==> src/rtl/spi_slave_regfile.sv <==
// SPI mode-0 responder with a byte-addressed register file.
// The SPI pins are oversampled in the system clock domain. Frames have the
// form CMD, ADDR, then data bytes. Writes are reported back to the host as
// one-cycle strobes, and reads stream the file out on miso with the address
// auto-incrementing.
module spi_slave_regfile #(
    parameter int unsigned ADDR_W      = 6,
    parameter logic [7:0]  CMD_WR      = 8'h0A,
    parameter logic [7:0]  CMD_RD      = 8'h0B,
    parameter int unsigned SYNC_STAGES = 2
) (
    input  logic              clk,
    input  logic              rst,
    input  logic              sclk,
    input  logic              ss,
    input  logic              mosi,
    output logic              miso,
    output logic              miso_oe,
    input  logic              hw_we,
    input  logic [ADDR_W-1:0] hw_addr,
    input  logic [7:0]        hw_wdata,
    output logic              wr_strobe,
    output logic [ADDR_W-1:0] wr_addr,
    output logic [7:0]        wr_data,
    output logic              busy
);

    localparam int DEPTH = 2 ** ADDR_W;

    typedef enum logic [2:0] {
        S_IDLE,
        S_CMD,
        S_ADDR,
        S_WDATA,
        S_RDATA,
        S_IGNORE
    } state_t;

    // Synchroniser chains and the previous synchronised values used for edge detection.
    logic [SYNC_STAGES-1:0] sclk_sync_q;
    logic [SYNC_STAGES-1:0] ss_sync_q;
    logic [SYNC_STAGES-1:0] mosi_sync_q;
    logic                   sclk_prev_q;
    logic                   ss_prev_q;

    // Transaction state.
    state_t            state_q;
    logic [2:0]        bit_cnt_q;
    logic [7:0]        shift_in_q;
    logic [7:0]        shift_out_q;
    logic [ADDR_W-1:0] ptr_q;
    logic              rd_q;
    logic              miso_q;
    logic              miso_oe_q;
    logic              busy_q;
    logic              wr_strobe_q;
    logic [ADDR_W-1:0] wr_addr_q;
    logic [7:0]        wr_data_q;

    logic [7:0] regs_q [DEPTH];

    // Synchronised copies and the events derived from them.
    logic              sclk_s, ss_s, mosi_s;
    logic              sclk_rise, sclk_fall, ss_rise, ss_fall;
    logic              shifting, byte_done, spi_we;
    logic [7:0]        rx_byte;
    logic [ADDR_W-1:0] addr_in;
    logic [ADDR_W-1:0] ptr_next;

    assign sclk_s = sclk_sync_q[SYNC_STAGES-1];
    assign ss_s   = ss_sync_q[SYNC_STAGES-1];
    assign mosi_s = mosi_sync_q[SYNC_STAGES-1];

    assign sclk_rise = sclk_s & ~sclk_prev_q;
    assign sclk_fall = ~sclk_s & sclk_prev_q;
    assign ss_rise   = ss_s & ~ss_prev_q;
    assign ss_fall   = ~ss_s & ss_prev_q;

    // mosi is shifted in on every rise while a frame is decoding bytes.
    assign shifting  = sclk_rise && (state_q inside {S_CMD, S_ADDR, S_WDATA, S_RDATA});
    // A deselect in the same cycle as the 8th rise still counts as an abort.
    assign byte_done = shifting && (bit_cnt_q == 3'd7) && !ss_rise;
    assign rx_byte   = {shift_in_q[6:0], mosi_s};
    assign addr_in   = rx_byte[ADDR_W-1:0];
    assign ptr_next  = ptr_q + ADDR_W'(1);
    assign spi_we    = byte_done && (state_q == S_WDATA);

    // Bring sclk, ss and mosi into the clk domain and remember the last synchronised value.
    // NOTE: every sequential block uses non-blocking assignments, so all flops see pre-edge values.
    always_ff @(posedge clk or posedge rst) begin
        if (rst) begin
            sclk_sync_q <= '0;
            ss_sync_q   <= '1;
            mosi_sync_q <= '0;
            sclk_prev_q <= 1'b0;
            ss_prev_q   <= 1'b1;
        end else begin
            sclk_sync_q <= {sclk_sync_q[SYNC_STAGES-2:0], sclk};
            ss_sync_q   <= {ss_sync_q[SYNC_STAGES-2:0], ss};
            mosi_sync_q <= {mosi_sync_q[SYNC_STAGES-2:0], mosi};
            sclk_prev_q <= sclk_s;
            ss_prev_q   <= ss_s;
        end
    end

    // Register file: the host can write at any time, and an SPI commit to the same address wins.
    // NOTE: the file must read back as zero after reset, so it is built from resettable flops, not RAM.
    always_ff @(posedge clk or posedge rst) begin
        if (rst) begin
            for (int i = 0; i < DEPTH; i++) begin
                regs_q[i] <= '0;
            end
        end else begin
            if (hw_we) begin
                regs_q[hw_addr] <= hw_wdata;
            end
            // The later assignment takes precedence on an address collision.
            if (spi_we) begin
                regs_q[ptr_q] <= rx_byte;
            end
        end
    end

    // Frame decoder: byte assembly, command/address handling, read shifting and write strobes.
    always_ff @(posedge clk or posedge rst) begin
        if (rst) begin
            state_q     <= S_IDLE;
            bit_cnt_q   <= '0;
            shift_in_q  <= '0;
            shift_out_q <= '0;
            ptr_q       <= '0;
            rd_q        <= 1'b0;
            miso_q      <= 1'b0;
            miso_oe_q   <= 1'b0;
            busy_q      <= 1'b0;
            wr_strobe_q <= 1'b0;
            wr_addr_q   <= '0;
            wr_data_q   <= '0;
        end else begin
            wr_strobe_q <= 1'b0;
            busy_q      <= ~ss_s;
            miso_oe_q   <= ~ss_s;

            if (ss_rise) begin
                // Deselect aborts whatever is in flight; a partial byte is dropped.
                state_q   <= S_IDLE;
                bit_cnt_q <= '0;
                miso_q    <= 1'b0;
            end else begin
                if (shifting) begin
                    shift_in_q <= rx_byte;
                    bit_cnt_q  <= bit_cnt_q + 3'd1;
                end

                unique case (state_q)
                    S_IDLE: begin
                        if (ss_fall) begin
                            state_q   <= S_CMD;
                            bit_cnt_q <= '0;
                        end
                    end
                    S_CMD: begin
                        if (byte_done) begin
                            rd_q    <= (rx_byte == CMD_RD);
                            state_q <= (rx_byte == CMD_WR || rx_byte == CMD_RD) ? S_ADDR : S_IGNORE;
                        end
                    end
                    S_ADDR: begin
                        if (byte_done) begin
                            ptr_q <= addr_in;
                            if (rd_q) begin
                                state_q     <= S_RDATA;
                                shift_out_q <= regs_q[addr_in];
                            end else begin
                                state_q <= S_WDATA;
                            end
                        end
                    end
                    S_WDATA: begin
                        if (byte_done) begin
                            wr_strobe_q <= 1'b1;
                            wr_addr_q   <= ptr_q;
                            wr_data_q   <= rx_byte;
                            ptr_q       <= ptr_next;
                        end
                    end
                    S_RDATA: begin
                        // A fall and a rise never share a cycle, so these two updates cannot collide.
                        if (sclk_fall) begin
                            miso_q      <= shift_out_q[7];
                            shift_out_q <= {shift_out_q[6:0], 1'b0};
                        end
                        if (byte_done) begin
                            ptr_q       <= ptr_next;
                            shift_out_q <= regs_q[ptr_next];
                        end
                    end
                    S_IGNORE: begin
                        // Wait for deselect; miso stays low.
                    end
                    default: begin
                        state_q <= S_IDLE;
                    end
                endcase
            end
        end
    end

    assign miso      = miso_q;
    assign miso_oe   = miso_oe_q;
    assign busy      = busy_q;
    assign wr_strobe = wr_strobe_q;
    assign wr_addr   = wr_addr_q;
    assign wr_data   = wr_data_q;

endmodule

==> config.mk <==
export PLATFORM = sky130hd
export DESIGN_NAME = spi_slave_regfile
export DESIGN_NICKNAME = d
export VERILOG_FILES = /design/src/rtl/spi_slave_regfile.sv
export SDC_FILE = /design/constraint.sdc
export NUM_CORES = 2
export LEC_CHECK = 0
export BUFFER_PORTS_ARGS = -buffer_cell sky130_fd_sc_hd__buf_4
export CAP_MARGIN = 20
export CELL_PAD_IN_SITES_DETAIL_PLACEMENT = 1
export CELL_PAD_IN_SITES_GLOBAL_PLACEMENT = 1
export CORE_ASPECT_RATIO = 1.2
export CORE_MARGIN = 10
export CORE_UTILIZATION = 34
export CTS_CLUSTER_DIAMETER = 60
export DETAILED_ROUTE_END_ITERATION = 10
export PLACE_DENSITY = 0.6
export REMOVE_ABC_BUFFERS = 1
export SETUP_SLACK_MARGIN = 0.15
export SYNTH_ARGS = -nofsm -noshare
export SYNTH_HDL_FRONTEND = slang
export SYNTH_SLANG_ARGS = --single-unit
==> constraint.sdc <==
create_clock -name clk -period 29 [get_ports clk]
set_input_delay 1.45 -clock clk [delete_from_list [all_inputs] [get_ports clk]]
set_output_delay 1.45 -clock clk [all_outputs]
set_load 0.02 [all_outputs]
==> flow_summary_export.csv <==
group,metric,value,unit
sta,setup_skew_after_layout,0.0289,ns
cts,htree_levels,3,
route,drc,0,
synthesis,synthSimpleGateAreaFrac,11.4,%
placed_design,place.detailed.hpwl,90300,µm
finish,finish.utilization,37.5,%
synthesis,main_combinational_cell_family_by_area_after_synthesis,"multiplexers",
pwr,ir_drop,67.5,µV
synthesis,netlist_instances,3306,
die,core_area,0.103,mm²
setup_path,timing.setup.critical_path_class,"reg2reg",
die,top_level_port_count,38,
sta,timing.setup.tns,0,ns
synthesis,post_synth_design_cell_area,0.0351,mm²
sta,timing.max_slew.rel_slack,13.1,%
route,average_wire_length_per_cell_after_detail_routing,30.2,µm
route,remaining_antenna_violation_count_after_routing,0,
sta,timing.final.crit_period,4.62,ns
worst_hold_path,hold_path_class,"reg2reg",
die,floorplan.die.height,372,µm
cts,clock_sink_count,565,
synthesis,primary_flip_flop_cell_chosen_by_synthesis_mapping,"dfrtp_1",
synthesis,synth_compound_gate_area_share,9.55,%
die,floorplan.initialDensity,34.1,%
sta,clock.fmax,0.216,GHz
synthesis,ys.warnings.count,0,
route,detail_route.iter0.violations,2407,
cts,cts_root_buf,"clkbuf_16",
sta,final_setup_vio_count,0,
synthesis,ys_async_sr_fraction,100,%
synthesis,synth-seq-area-share,40.3,%
cts,clk_pin_slew,0.06,ns
setup_path,crit_path_start_kind,"flip-flop",
sta,timing.final.max_slew_violations,0,
sta,min_period_over_period,15.9,%
placed_design,buffer_ports.inserted,37,
finish,diodes,0,
global_routing,globalRoute.totalOverflow,0,
setup_path,type_of_destination_of_the_critical_path,"flip-flop",
cts,cts_made_buffers,70,
sta,worst-slew-pin-transition,1.30,ns
synthesis,post_synth_xor_area_fraction,0.221,%
route,finalWirelength,139000,µm
finish,fillCellCount,11252,
setup_path,timing.critical_path.required,29.49,ns
die,placementRows,129,
global_routing,grt_start_max_net_pins,141,
finish,drive_above_1_share,17.1,%
run_status,outcome,"complete, no violations",
pwr,total_power,2630,µW
sta,worst_path_setup_slack_after_routing,24.38,ns
global_routing,antenna_found_initial,2,
global_routing,gr-usage-all-layers,23.6,%
global_routing,grt_pass1_wl,205000,µm
cts,cts_tree,"done",
sta,hold_viol,0,
global_routing,grt_pass1_vias,27894,
setup_path,critPathMaxFanout,36,
route,drt_pre_antenna_iters,6,
cts,clock_latency,0.63,ns
route,via_count,27285,
synthesis,synthMuxAreaShare,33.9,%
finish,layout.nets,3204,
pwr,cellPowerDensity,68.2,mW/mm²
synthesis,synth-edff-count,0,
cts,post_cts_resized,0,
synthesis,synth_cell_types,73,
finish,area_delta_synth_final,10.1,%
synthesis,yosys.area_share.adder,0.207,%
pwr,total_leakage_power,0.0145,µW
sta,grt_setup_unrepaired,"no",
synthesis,synth_register_bits,565,
die,horizontal_extent_of_the_die,313,µm
cts,cts.path.max_buffers,3,
route,drt-vias-per-instance,5.93,
cts,cts_setup_buffers,0,
synthesis,post_synth.cell_area_avg,10.6,µm²
placed_design,globalplace.congestion,0.906,
placed_design,post-place-ws,24.26,ns
cts,post_cts_hold_buffer_count,0,
die,die_area,0.116,mm²
job,maxCapViolations,0,
setup_path,data_arrival_at_the_endpoint_of_the_critical_path,5.11,ns
[per-stage QoR]
| step | cell area, µm² | hold WS [ns] | cells |
|---|---|---|---|
| after floorplan | 33600 | 0.331 | 3000 |
| after global routing | 38600 | 0.362 | 4605 |
| after detailed placement | 36200 | 0.343 | 4469 |
| after global placement | 36200 | 0.332 | 4466 |
| after CTS | 38500 | 0.350 | 4592 |
| final | 38600 | 0.348 | 4605 |
[routing by layer]
metal,share of wire [%],track usage (%)
met3,6.0,4.12
met2,48,38.6
met1,41,30.2
met4,5.0,11.0
met5,0,0
[report_power, final]
part	leakage [µW]	internal, µW	total, µW	switching (µW)
Combinational	0.00769	256	669	414
Sequential	0.00568	893	1070	174
Clock	0.00113	526	897	370
[cells in the final DEF, fill, tap and decap left out, types with 16 or more instances in the layout]
cell type / instances
dfrtp_1: 553
mux2i_1: 533
mux2_2: 19
mux4_1: 16
nand2_1: 449
a21oi_1: 271
buf_4: 98
nand3_1: 45
clkbuf_16: 73
o21ai_0: 280
mux4_2: 261
nor2_1: 359
[logic make-up (layout without fill, tap and decap cells)]
| kind of cell | after synthesis | in the layout |
|---|---|---|
| xor+xnor | 8 | 8 |
| compound gates | 626 | 626 |
| mux | 831 | 831 |
| buf+inv | 314 | 238 |
| simple gates | 956 | 956 |
| fa+ha+maj | 6 | 6 |
| flops | 565 | 565 |
[path summary, 6_finish.rpt]
kind | slack (ns) | to | cells past startpoint | from
setup / recovery | 24.38 | shift_out_q[5]$_DFFE_PP0P_ | 9 | ptr_q[1]$_DFFE_PP0P_
hold / removal | 0.35 | sclk_sync_q[1]$_DFF_PP0_ | 0 | sclk_sync_q[0]$_DFF_PP0_
setup reg to reg | 24.38 | shift_out_q[5]$_DFFE_PP0P_ | 9 | ptr_q[1]$_DFFE_PP0P_
hold reg to reg | 0.35 | sclk_sync_q[1]$_DFF_PP0_ | 0 | sclk_sync_q[0]$_DFF_PP0_
max in group asynchronous | 25.74 | regs_q[340]$_DFF_PP0_ | 4 | rst
min in group asynchronous | 0.94 | regs_q[63]$_DFF_PP0_ | 2 | rst
[cell usage after synthesis, types with 5 or more instances]
cell type  instances  share of area [%]
inv_1              8              0.086
nor2b_1            9               0.16
nand2b_1           8               0.14
mux2i_1          533                 15
buf_6             17               0.55
dfrtp_1          562                 40
a31oi_1           10               0.18
buf_2             89                1.3
mux4_1            16                1.2
nor3b_1            9               0.19
nand2_1          449                4.8
nor2_1           359                3.8
ha_1               5               0.18
nor2_2             5              0.089
nand4_1           11               0.20
a211oi_1           6               0.13
clkbuf_1         156                1.7
a21oi_1          271                3.9
buf_4             19               0.41
buf_1             23               0.25
and2_1             6               0.11
mux2_2            19               0.61
nand3_1           45               0.64
a32oi_1            8               0.20
o21ai_0          280                4.0
nor3_1             9               0.13
nand3b_1           7               0.15
a22oi_1           10               0.21
mux4_2           261                 17
[worst max-delay path: stages, from the launching register on]
cell and delay (ns):
dfrtp_1 0.59, ha_4 0.82, buf_4 0.66, buf_4 0.71
mux4_2 0.60, mux4_2 0.50, nand2_1 0.12, a21oi_1 0.09
a311oi_1 0.21, o31ai_1 0.11
[state kept, by name (all words and copies together), names as in the netlist, 3 cells and up]
name	count
ptr_q	6
shift_out_q	8
shift_in_q	7
state_q	3
wr_data	8
wr_addr	6
bit_cnt_q	3
regs_q	512
[final cells by class]
cell class                      instances  area [µm²]  share of cell area [%]
Inverter                                8        37.5                  0.0973
Clock buffer                          100        2050                    5.31
Tap cell                             1375        1720                    4.46
Multi-Input combinational cell       2427       19500                    50.6
Timing Repair Buffer                  107         863                    2.24
Sequential cell                       565       14200                    36.7
Clock inverter                         23         229                   0.593
(Power assumes the default switching activity.)
